File: src/rtl/sched_pkg.sv
// ============================================================================
// Module  : sched_pkg
// Brief   : Shared constants, width helper and types for the schedule sequencer.
// Rev     : 1.0  initial release
// ============================================================================
`default_nettype none

package sched_pkg;

    localparam int unsigned PHASE_HOME   = 0;
    localparam int unsigned DUR_RESET    = 1;
    localparam int unsigned N_PHASES_DEF = 4;
    localparam int unsigned DUR_W_DEF    = 8;

    // Index width for a table of n entries; never narrower than one bit.
    function automatic int unsigned ph_w(input int unsigned n);
        return (n <= 2) ? 1 : $clog2(n);
    endfunction

    typedef logic [ph_w(N_PHASES_DEF)-1:0] phase_t;
    typedef logic [DUR_W_DEF-1:0]          dur_t;

endpackage

`default_nettype wire

File: src/rtl/sched_dur_table.sv
// ============================================================================
// Module  : sched_dur_table
// Brief   : Per-phase duration register file, one write port, async read port.
// Rev     : 1.0  initial release
// ============================================================================
`default_nettype none

module sched_dur_table
    import sched_pkg::*;
#(
    parameter  int unsigned N_PHASES = N_PHASES_DEF,
    parameter  int unsigned DUR_W    = DUR_W_DEF,
    localparam int unsigned PH_W     = ph_w(N_PHASES)
) (
    input  logic             clk,
    input  logic             rst_,
    input  logic             we_i,
    input  logic [PH_W-1:0]  wr_idx_i,
    input  logic [DUR_W-1:0] wr_dur_i,
    input  logic [PH_W-1:0]  rd_idx_i,
    output logic [DUR_W-1:0] rd_dur_o
);

    logic [DUR_W-1:0] dur_q [N_PHASES];

    // Matching by entry number drops writes aimed beyond the last phase.
    always_ff @(posedge clk or negedge rst_) begin
        if (!rst_) begin
            for (int i = 0; i < N_PHASES; i++) begin
                dur_q[i] <= DUR_W'(DUR_RESET);
            end
        end else if (we_i) begin
            for (int i = 0; i < N_PHASES; i++) begin
                if (wr_idx_i == PH_W'(i)) begin
                    dur_q[i] <= wr_dur_i;
                end
            end
        end
    end

    assign rd_dur_o = dur_q[rd_idx_i];

endmodule

`default_nettype wire

File: src/rtl/schedule_sequencer.sv
// ============================================================================
// Module  : schedule_sequencer
// Brief   : N-phase daily sequencer with programmable per-phase dwell and day
//           counter. Optional weekend tracking under SCHED_WEEKEND_EN.
// Rev     : 1.0  initial release
// ============================================================================
`default_nettype none

module schedule_sequencer
    import sched_pkg::*;
#(
    parameter  int unsigned N_PHASES  = N_PHASES_DEF,
    parameter  int unsigned DUR_W     = DUR_W_DEF,
    parameter  int unsigned DAY_W     = 16,
`ifdef SCHED_WEEKEND_EN
    parameter  int unsigned WEEK_LEN  = 7,
    parameter  int unsigned WORK_DAYS = 5,
`endif
    localparam int unsigned PH_W      = ph_w(N_PHASES)
) (
    input  logic             clk,
    input  logic             rst_,
    input  logic             en,
    input  logic             skip,
    input  logic             cfg_we,
    input  logic [PH_W-1:0]  cfg_idx,
    input  logic [DUR_W-1:0] cfg_dur,
    output logic [PH_W-1:0]  phase,
    output logic             home,
    output logic             phase_start,
    output logic             day_done,
`ifdef SCHED_WEEKEND_EN
    output logic             weekend,
`endif
    output logic [DAY_W-1:0] day_cnt
);

    logic [PH_W-1:0]  phase_q, phase_d;
    logic [DUR_W-1:0] cnt_q, cnt_d;
    logic [DAY_W-1:0] day_cnt_q, day_cnt_d;
    logic             home_q, home_d;
    logic             phase_start_q, phase_start_d;
    logic             day_done_q, day_done_d;

    logic [DUR_W-1:0] w_dur;
    logic [DUR_W-1:0] w_dur_m1;
    logic             w_last;
    logic             w_end;

    sched_dur_table #(
        .N_PHASES (N_PHASES),
        .DUR_W    (DUR_W)
    ) u_dur_table (
        .clk      (clk),
        .rst_     (rst_),
        .we_i     (cfg_we),
        .wr_idx_i (cfg_idx),
        .wr_dur_i (cfg_dur),
        .rd_idx_i (phase_q),
        .rd_dur_o (w_dur)
    );

    // A zero duration behaves as one cycle.
    assign w_dur_m1 = (w_dur == '0) ? '0 : w_dur - 1'b1;
    assign w_last   = (phase_q == PH_W'(N_PHASES - 1));
    assign w_end    = skip | (cnt_q >= w_dur_m1);

`ifdef SCHED_WEEKEND_EN
    localparam int unsigned WD_W = ph_w(WEEK_LEN);
    logic [WD_W-1:0] week_day_q, week_day_d;
    logic            weekend_q, weekend_d;
`endif

    always_comb begin
        phase_d       = phase_q;
        cnt_d         = cnt_q;
        day_cnt_d     = day_cnt_q;
        phase_start_d = 1'b0;
        day_done_d    = 1'b0;
`ifdef SCHED_WEEKEND_EN
        week_day_d    = week_day_q;
`endif
        if (en) begin
            if (w_end) begin
                phase_d       = w_last ? '0 : phase_q + 1'b1;
                cnt_d         = '0;
                phase_start_d = 1'b1;
                day_done_d    = w_last;
                if (w_last) begin
                    day_cnt_d = day_cnt_q + 1'b1;
`ifdef SCHED_WEEKEND_EN
                    week_day_d = (week_day_q == WD_W'(WEEK_LEN - 1)) ? '0 : week_day_q + 1'b1;
`endif
                end
            end else begin
                cnt_d = cnt_q + 1'b1;
            end
        end
        // home is derived from the next phase so it lines up with the phase output.
        home_d = (phase_d == PH_W'(PHASE_HOME));
`ifdef SCHED_WEEKEND_EN
        weekend_d = (week_day_d >= WD_W'(WORK_DAYS));
        home_d    = home_d | weekend_d;
`endif
    end

    always_ff @(posedge clk or negedge rst_) begin
        if (!rst_) begin
            phase_q       <= PH_W'(PHASE_HOME);
            cnt_q         <= '0;
            day_cnt_q     <= '0;
            home_q        <= 1'b1;
            phase_start_q <= 1'b0;
            day_done_q    <= 1'b0;
        end else begin
            phase_q       <= phase_d;
            cnt_q         <= cnt_d;
            day_cnt_q     <= day_cnt_d;
            home_q        <= home_d;
            phase_start_q <= phase_start_d;
            day_done_q    <= day_done_d;
        end
    end

`ifdef SCHED_WEEKEND_EN
    always_ff @(posedge clk or negedge rst_) begin
        if (!rst_) begin
            week_day_q <= '0;
            weekend_q  <= 1'b0;
        end else begin
            week_day_q <= week_day_d;
            weekend_q  <= weekend_d;
        end
    end

    assign weekend = weekend_q;
`endif

    assign phase       = phase_q;
    assign home        = home_q;
    assign phase_start = phase_start_q;
    assign day_done    = day_done_q;
    assign day_cnt     = day_cnt_q;

endmodule

`default_nettype wire
File: config.mk
export PLATFORM = sky130hd
export DESIGN_NAME = schedule_sequencer
export DESIGN_NICKNAME = d
export VERILOG_FILES = /design/src/rtl/sched_pkg.sv /design/src/rtl/sched_dur_table.sv /design/src/rtl/schedule_sequencer.sv
export SDC_FILE = /design/constraint.sdc
export NUM_CORES = 1
export LEC_CHECK = 0
export ABC_AREA = 1
export CAP_MARGIN = 0
export CORE_MARGIN = 10
export CORE_UTILIZATION = 60
export DETAILED_ROUTE_END_ITERATION = 8
export PLACE_DENSITY = 0.83
export SETUP_SLACK_MARGIN = 0.15
export SYNTH_ARGS = -nofsm -noshare
export SYNTH_HDL_FRONTEND = slang
export SYNTH_HIERARCHICAL = 1
export SYNTH_SLANG_ARGS = --single-unit
File: constraint.sdc
create_clock -name clk -period 5.8 [get_ports clk]
set_input_delay 0.58 -clock clk [delete_from_list [all_inputs] [get_ports clk]]
set_output_delay 0.58 -clock clk [all_outputs]
set_load 0.01 [all_outputs]
* Yosys cells after proc, flatten, opt, wreduce, memory -nomap -nowiden
Index checks and enable logic that the tools add are counted.
** Storage, ports and cells
- Register bits after elaboration :: 61
- Bits in latches :: 0
- Bits in writable memories :: 0
- ROM bits :: 0
- Bits of input ports :: 15
- Output and inout port bits :: 21
- Word-level logic and storage cells :: 42
- Memories kept :: 0
** Cells by class
- $add $sub $neg :: 4
- $mul :: 0
- Divide/modulo/power cells :: 0
- Order comparisons :: 2
- Equality and inequality tests :: 4
- Shifts and indexed selects :: 0
- Multiplexer cells :: 12
- Bitwise operators :: 2
- Reduce and logical (&&, ||, !) cells :: 8
** Operators by type and width (number)
- 2-to-1 mux 8 bit :: 4
- adder 16 x 1 -> 16 bit, second input constant :: 1
- binary-select mux 8 bit (select 2 bit) :: 1
- adder 8 x 1 -> 8 bit, second input constant :: 1
- >= comparator 8 bit :: 1
- logical NOT 8 bit :: 1
- AND reduction 2 bit :: 4
- subtractor 8 x 1 -> 8 bit, second input constant :: 1
- equality test 2 bit, second input constant :: 3
- 2-to-1 mux 2 bit :: 3
- logical NOT 2 bit :: 2
- 2-to-1 mux 1 bit :: 4
- >= comparator 3 bit, second input constant :: 1
- inverter 2 -> 3 bit :: 1
- AND reduction 3 bit :: 1
- adder 2 x 1 -> 2 bit, second input constant :: 1
- equality test 2 x 1 -> 1 bit, second input constant :: 1
- bitwise OR 1 bit :: 1

* Depth between registers and ports, before layout
- Word-level depth :: 11
- Depth in mapped cells :: 24
- Mapped depth without buffers :: 22

* By module
Netlist, hierarchy kept.
** Modules (own cells, without submodules)
- schedule_sequencer :: times used 1, cells each 253, area each 1866.8 µm²
- sched_dur_table :: times used 1, cells each 235, area each 1795.5 µm²

* Worst setup path after synthesis
OpenSTA, ideal clock, no wires.
- Path kind :: register -> register
- From :: register phase_q[0], in the netlist phase[0]
- To :: register day_cnt_q[11], in the netlist day_cnt[11]
- Setup time :: 0.065 ns
- Data arrival time :: 2.810 ns
- Data required time :: 5.735 ns
- Slack :: 2.925 ns
- Cell stages (with the launch flop) :: 25
- Period minus slack after synthesis :: 2.875 ns
- Cells stage by stage :: dfrtp_1 -> buf_4 -> inv_2 -> buf_4 -> nand2_1 -> nand3_1 -> nand2_1 -> inv_1 -> ha_1 -> nand2_1 -> nor2_1 -> nand3_1 -> nand2_1 -> ha_1 -> nand2_1 -> nor2_1 -> nor2_1 -> nand2_1 -> nand2_1 -> nand2_2 -> nand3_2 -> buf_6 -> buf_8 -> nand2_1 -> nand2_1
** Between the ends
- Cells in the longest elaborated chain, start to end :: 9
- Elaborated cells between the ends (all ways) :: 11
- Classes of those cells :: add/sub: 1; order compare: 1; eq/ne: 1; mux: 4; bitwise: 2; reduce/logical: 2
** RTL lines
- start: declaration :: line schedule_sequencer.sv:38 : logic [PH_W-1:0] phase_q, phase_d;
- start signal: assignment :: line schedule_sequencer.sv:109 : phase_q <= PH_W'(PHASE_HOME);
- start signal: assignment :: line schedule_sequencer.sv:116 : phase_q <= phase_d;
- inverter 2 -> 3 bit (not written as such) * :: line sched_dur_table.sv:41 : assign rd_dur_o = dur_q[rd_idx_i];
- binary-select mux 8 bit (select 2 bit) * :: line sched_dur_table.sv:41
- 2-to-1 mux 8 bit (not written as such) * (2 in a row) :: line sched_dur_table.sv:41
- via w_dur[0] :: line schedule_sequencer.sv:45 : logic [DUR_W-1:0] w_dur;
- subtractor 8 x 1 -> 8 bit / logical NOT 8 bit (equally long branches) :: line schedule_sequencer.sv:64 : assign w_dur_m1 = (w_dur == '0) ? '0 : w_dur - 1'b1;
- 2-to-1 mux 8 bit * :: line schedule_sequencer.sv:64
- >= comparator 8 bit * :: line schedule_sequencer.sv:66 : assign w_end = skip | (cnt_q >= w_dur_m1);
- bitwise OR 1 bit * :: line schedule_sequencer.sv:66
- AND reduction 3 bit (no line) *
- end signal: assignment :: line schedule_sequencer.sv:118 : day_cnt_q <= day_cnt_d;
- end: declaration :: line schedule_sequencer.sv:40 : logic [DAY_W-1:0] day_cnt_q, day_cnt_d;
The timed path passes the listed nets; every way through them passes the cells marked *. The select of a mux whose other input is x is not followed.
A chain may end at the register's enable or synchronous reset.

* Worst setup path after layout
- From :: register phase_q[0], in the netlist phase[0]
- To :: register day_cnt_q[8], in the netlist day_cnt[8]
The elaborated chain is that of the path after synthesis.

==> out/results.txt <==
Status = completed
Final Cycle Share = 62.63%
Leading area contributor after synthesis = dfrtp_1
Antenna Nets Post-Route = 0
FF/Latch Area = 1533 µm²
Filler Cell Count = 475
Root buffer cell = clkbuf_8
Core area = 5921 µm²
Via density = 5.306
Worst-margin pin slew = 0.7555 ns
Setup TNS = 0 ns
Synthesized Nets = 515
DR iter-0 viols = 235
Clk slew on worst S/H paths = 0.06 ns
Synth Flop Type = dfrtp_1
Ratio of cells with drive above 1 in the final layout = 8.349%
Fin crit period = 3.632 ns
Setup CP Type = register to register
Die span in y = 98.13 µm
Htree depth = 3
WL/cell = 13.79 µm
Congestion Overflow GR = 0
Async SR Flop Fraction = 100.0%
Library cells used by synthesis = 27
Largest net degree at the start of global routing = 62
Clock Tree Buf Depth = 2
Avg Synthesized Cell Area = 7.505 µm²
Register area share after synthesis = 41.85%
GRT Overall Usage = 17.92%
Initial DRT Pass Iterations = 6
# IOs = 36
Critical path endpoint category = register
Final wirelength = 8.301 mm
Setup bufs post-CTS = 0
Max_cap viols = 0
Unrepaired setup endpoints after global routing = no
Synth top cells by count = nand2_1, inv_1, dfrtp_1, nand3_1, nor2_1
Initial antenna violation count = 0
Port-buffer cells = 35
CTS Hold Bufs = 0
Max Slew Vio Count = 0
# diodes = 0
TritonCTS clock tree = done
Most frequent cell after synthesis = nand2_1
Hold WC Path Type = input port to asynchronous set/reset pin
Post-synth EDFFs = 0
Slowest-stage cell, CP = dfrtp_1
Max IR drop VDD = 284.1 µV
Routability cong. = 0.9036
CTS buffer count = 9
Worst endpoint data arrival time = 3.91 ns
Pwr Density = 402.0 nW/µm²
Crit start category = register
Post-DP HPWL = 5.818 mm
Clk_lat worst skew = 0.34 ns
WP buf/inv = 3
DR DRC count = 0
Setup ws final = 2.168 ns
Initial Utilization = 61.86%
Fin. Hold Viols = 0
Clock Skews = 0.005287 ns
Top cells by area, synth = dfrtp_1, nand2_1, inv_1
# resized after CTS = 0
Critical Path RT = 6.08 ns
P&R area growth vs syn = 14.21%
Pre-CTS setup slack = 2.199 ns
Levels on crit path = 21
DIE AREA = 9629 µm²
Number of global-route vias before repair = 3161
Nets@finish = 549
Die W = 98.13 µm
CP Max Fanout = 20
Yosys top cell area share = 38.26%
Multi-input gate area = 1725 µm²
Cell area after synthesis = 3662 µm²
CP peak stage delay = 0.73 ns
Critical Path, Cell by Cell = inv_2 > nand2_1 > nand3_1 > nand2_1 > inv_1 > ha_1 > nand2_1 > nor2_1 > nand3_1 > nand2_1 > ha_1 > nand2_1 > nor2_1 > nor2_1 > nand2_1 > nand2_1 > nand2_2 > nand3_2 > inv_2 > nand2_1 > nand2_1
Sink Count = 61
Leakage power = 2.191 nW
Area post-placement = 3990 µm²
Worst path most repeated cell = nand2_1
Post-synthesis cell count = 488
Kind of cell adding the most delay to the critical path = simple AND/OR/NAND/NOR gates
Slew margin rel. = 49.48%
Final Cell Area = 4183 µm²
DP Cell Count = 586
Yosys reg bits = 61
Total number of vias = 3194
Setup-failing EPs final = 0
Non-Filler Instances = 602
Reg2Reg Depth = 21
Yosys warns = 6
First-pass GRT wire length = 14.61 mm
Std cell rows = 28
FMAX = 0.2753 GHz
==> cell type report <==
cell class	count	area share, %
multi-input cells	339	41.25
flip-flops and latches	61	36.64
clock inverters	4	1.137
clock buffers	12	3.470
repair buffers	37	8.615
well taps	75	2.243
inverters	74	6.641
==> state kept, by name, summed over array words and instances (netlist names) <==
register and cells:
u_dur_table/dur_q 32, cnt_q 8, day_cnt 16, phase 2, day_done 1, home 1
phase_start 1
==> report_power, final <==
| group | switching, mW | total, mW | internal [mW] |
|---|---|---|---|
| registers | 0.0817 | 0.582 | 0.500 |
| clock network | 0.166 | 0.375 | 0.209 |
| logic | 0.440 | 0.725 | 0.285 |
| total | 0.688 | 1.68 | 0.994 |
==> stage by stage <==
stage | utilization [%] | total power [mW] | hold slack, ns
after floorplan | - | 1.120 | 0.2844
after global placement | 67.39 | 1.273 | 0.4509
after detailed placement | 67.39 | 1.302 | 0.4581
after CTS | 70.65 | 1.687 | 0.4201
after global routing | 70.65 | 1.835 | 0.4660
final | 70.65 | 1.681 | 0.3920
==> cell families (layout without fill, tap and decap cells) <==
| logic type | after synthesis | in the layout | synth area share [%] |
|---|---|---|---|
| AND/OR/NAND/NOR | 286 | 286 | 34.40 |
| flip-flops | 61 | 61 | 41.85 |
| AO/OA/AOI/OAI | 20 | 20 | 3.587 |
| buffers and inverters | 88 | 127 | 11.03 |
| XOR/XNOR | 21 | 21 | 5.022 |
| adder cells (fa/ha/maj) | 12 | 12 | 4.100 |
==> worst register-to-register path, delay by kind of cell (launching register included) <==
family                   cells  cell delay [ns]
buffers and inverters        3             0.69
adder cells (fa/ha/maj)      2             0.52
flip-flops                   1             0.73
AND/OR/NAND/NOR             16             1.65
==> placed cells by master (no fill, tap or decap), drive strengths merged, types with 14 or more instances in the layout <==
cell type	count
inv	74
nand4	18
dfrtp	56
o21ai	14
nor2	30
clkdlybuf4s50	34
nand2	187
nand3	45
==> routing by layer <==
layer / vias up / share of wire [%] / wire length (µm) / GRT usage [%]
met1: 1480 / 45 / 3701 / 23.09
met4: 0 / 1.8 / 152 / 6.600
met2: 110 / 47 / 3905 / 28.43
met3: 17 / 6.5 / 542 / 4.299
met5: - / 0 / 0 / 0
li1: 1587 / - / - / -
==> final timing paths <==
kind	to	startpoint	slack, ns
setup / recovery	day_cnt[8]	phase[0]	2.17
setup reg to reg	day_cnt[8]	phase[0]	2.17
min in group clk	u_dur_table/dur_q[24]	u_dur_table/dur_q[24]	0.47
hold / removal	u_dur_table/dur_q[17]	rst_	0.39
max in group asynchronous	u_dur_table/dur_q[6]	rst_	4.91
hold reg to reg	u_dur_table/dur_q[24]	u_dur_table/dur_q[24]	0.47
(Power assumes the default switching activity.)
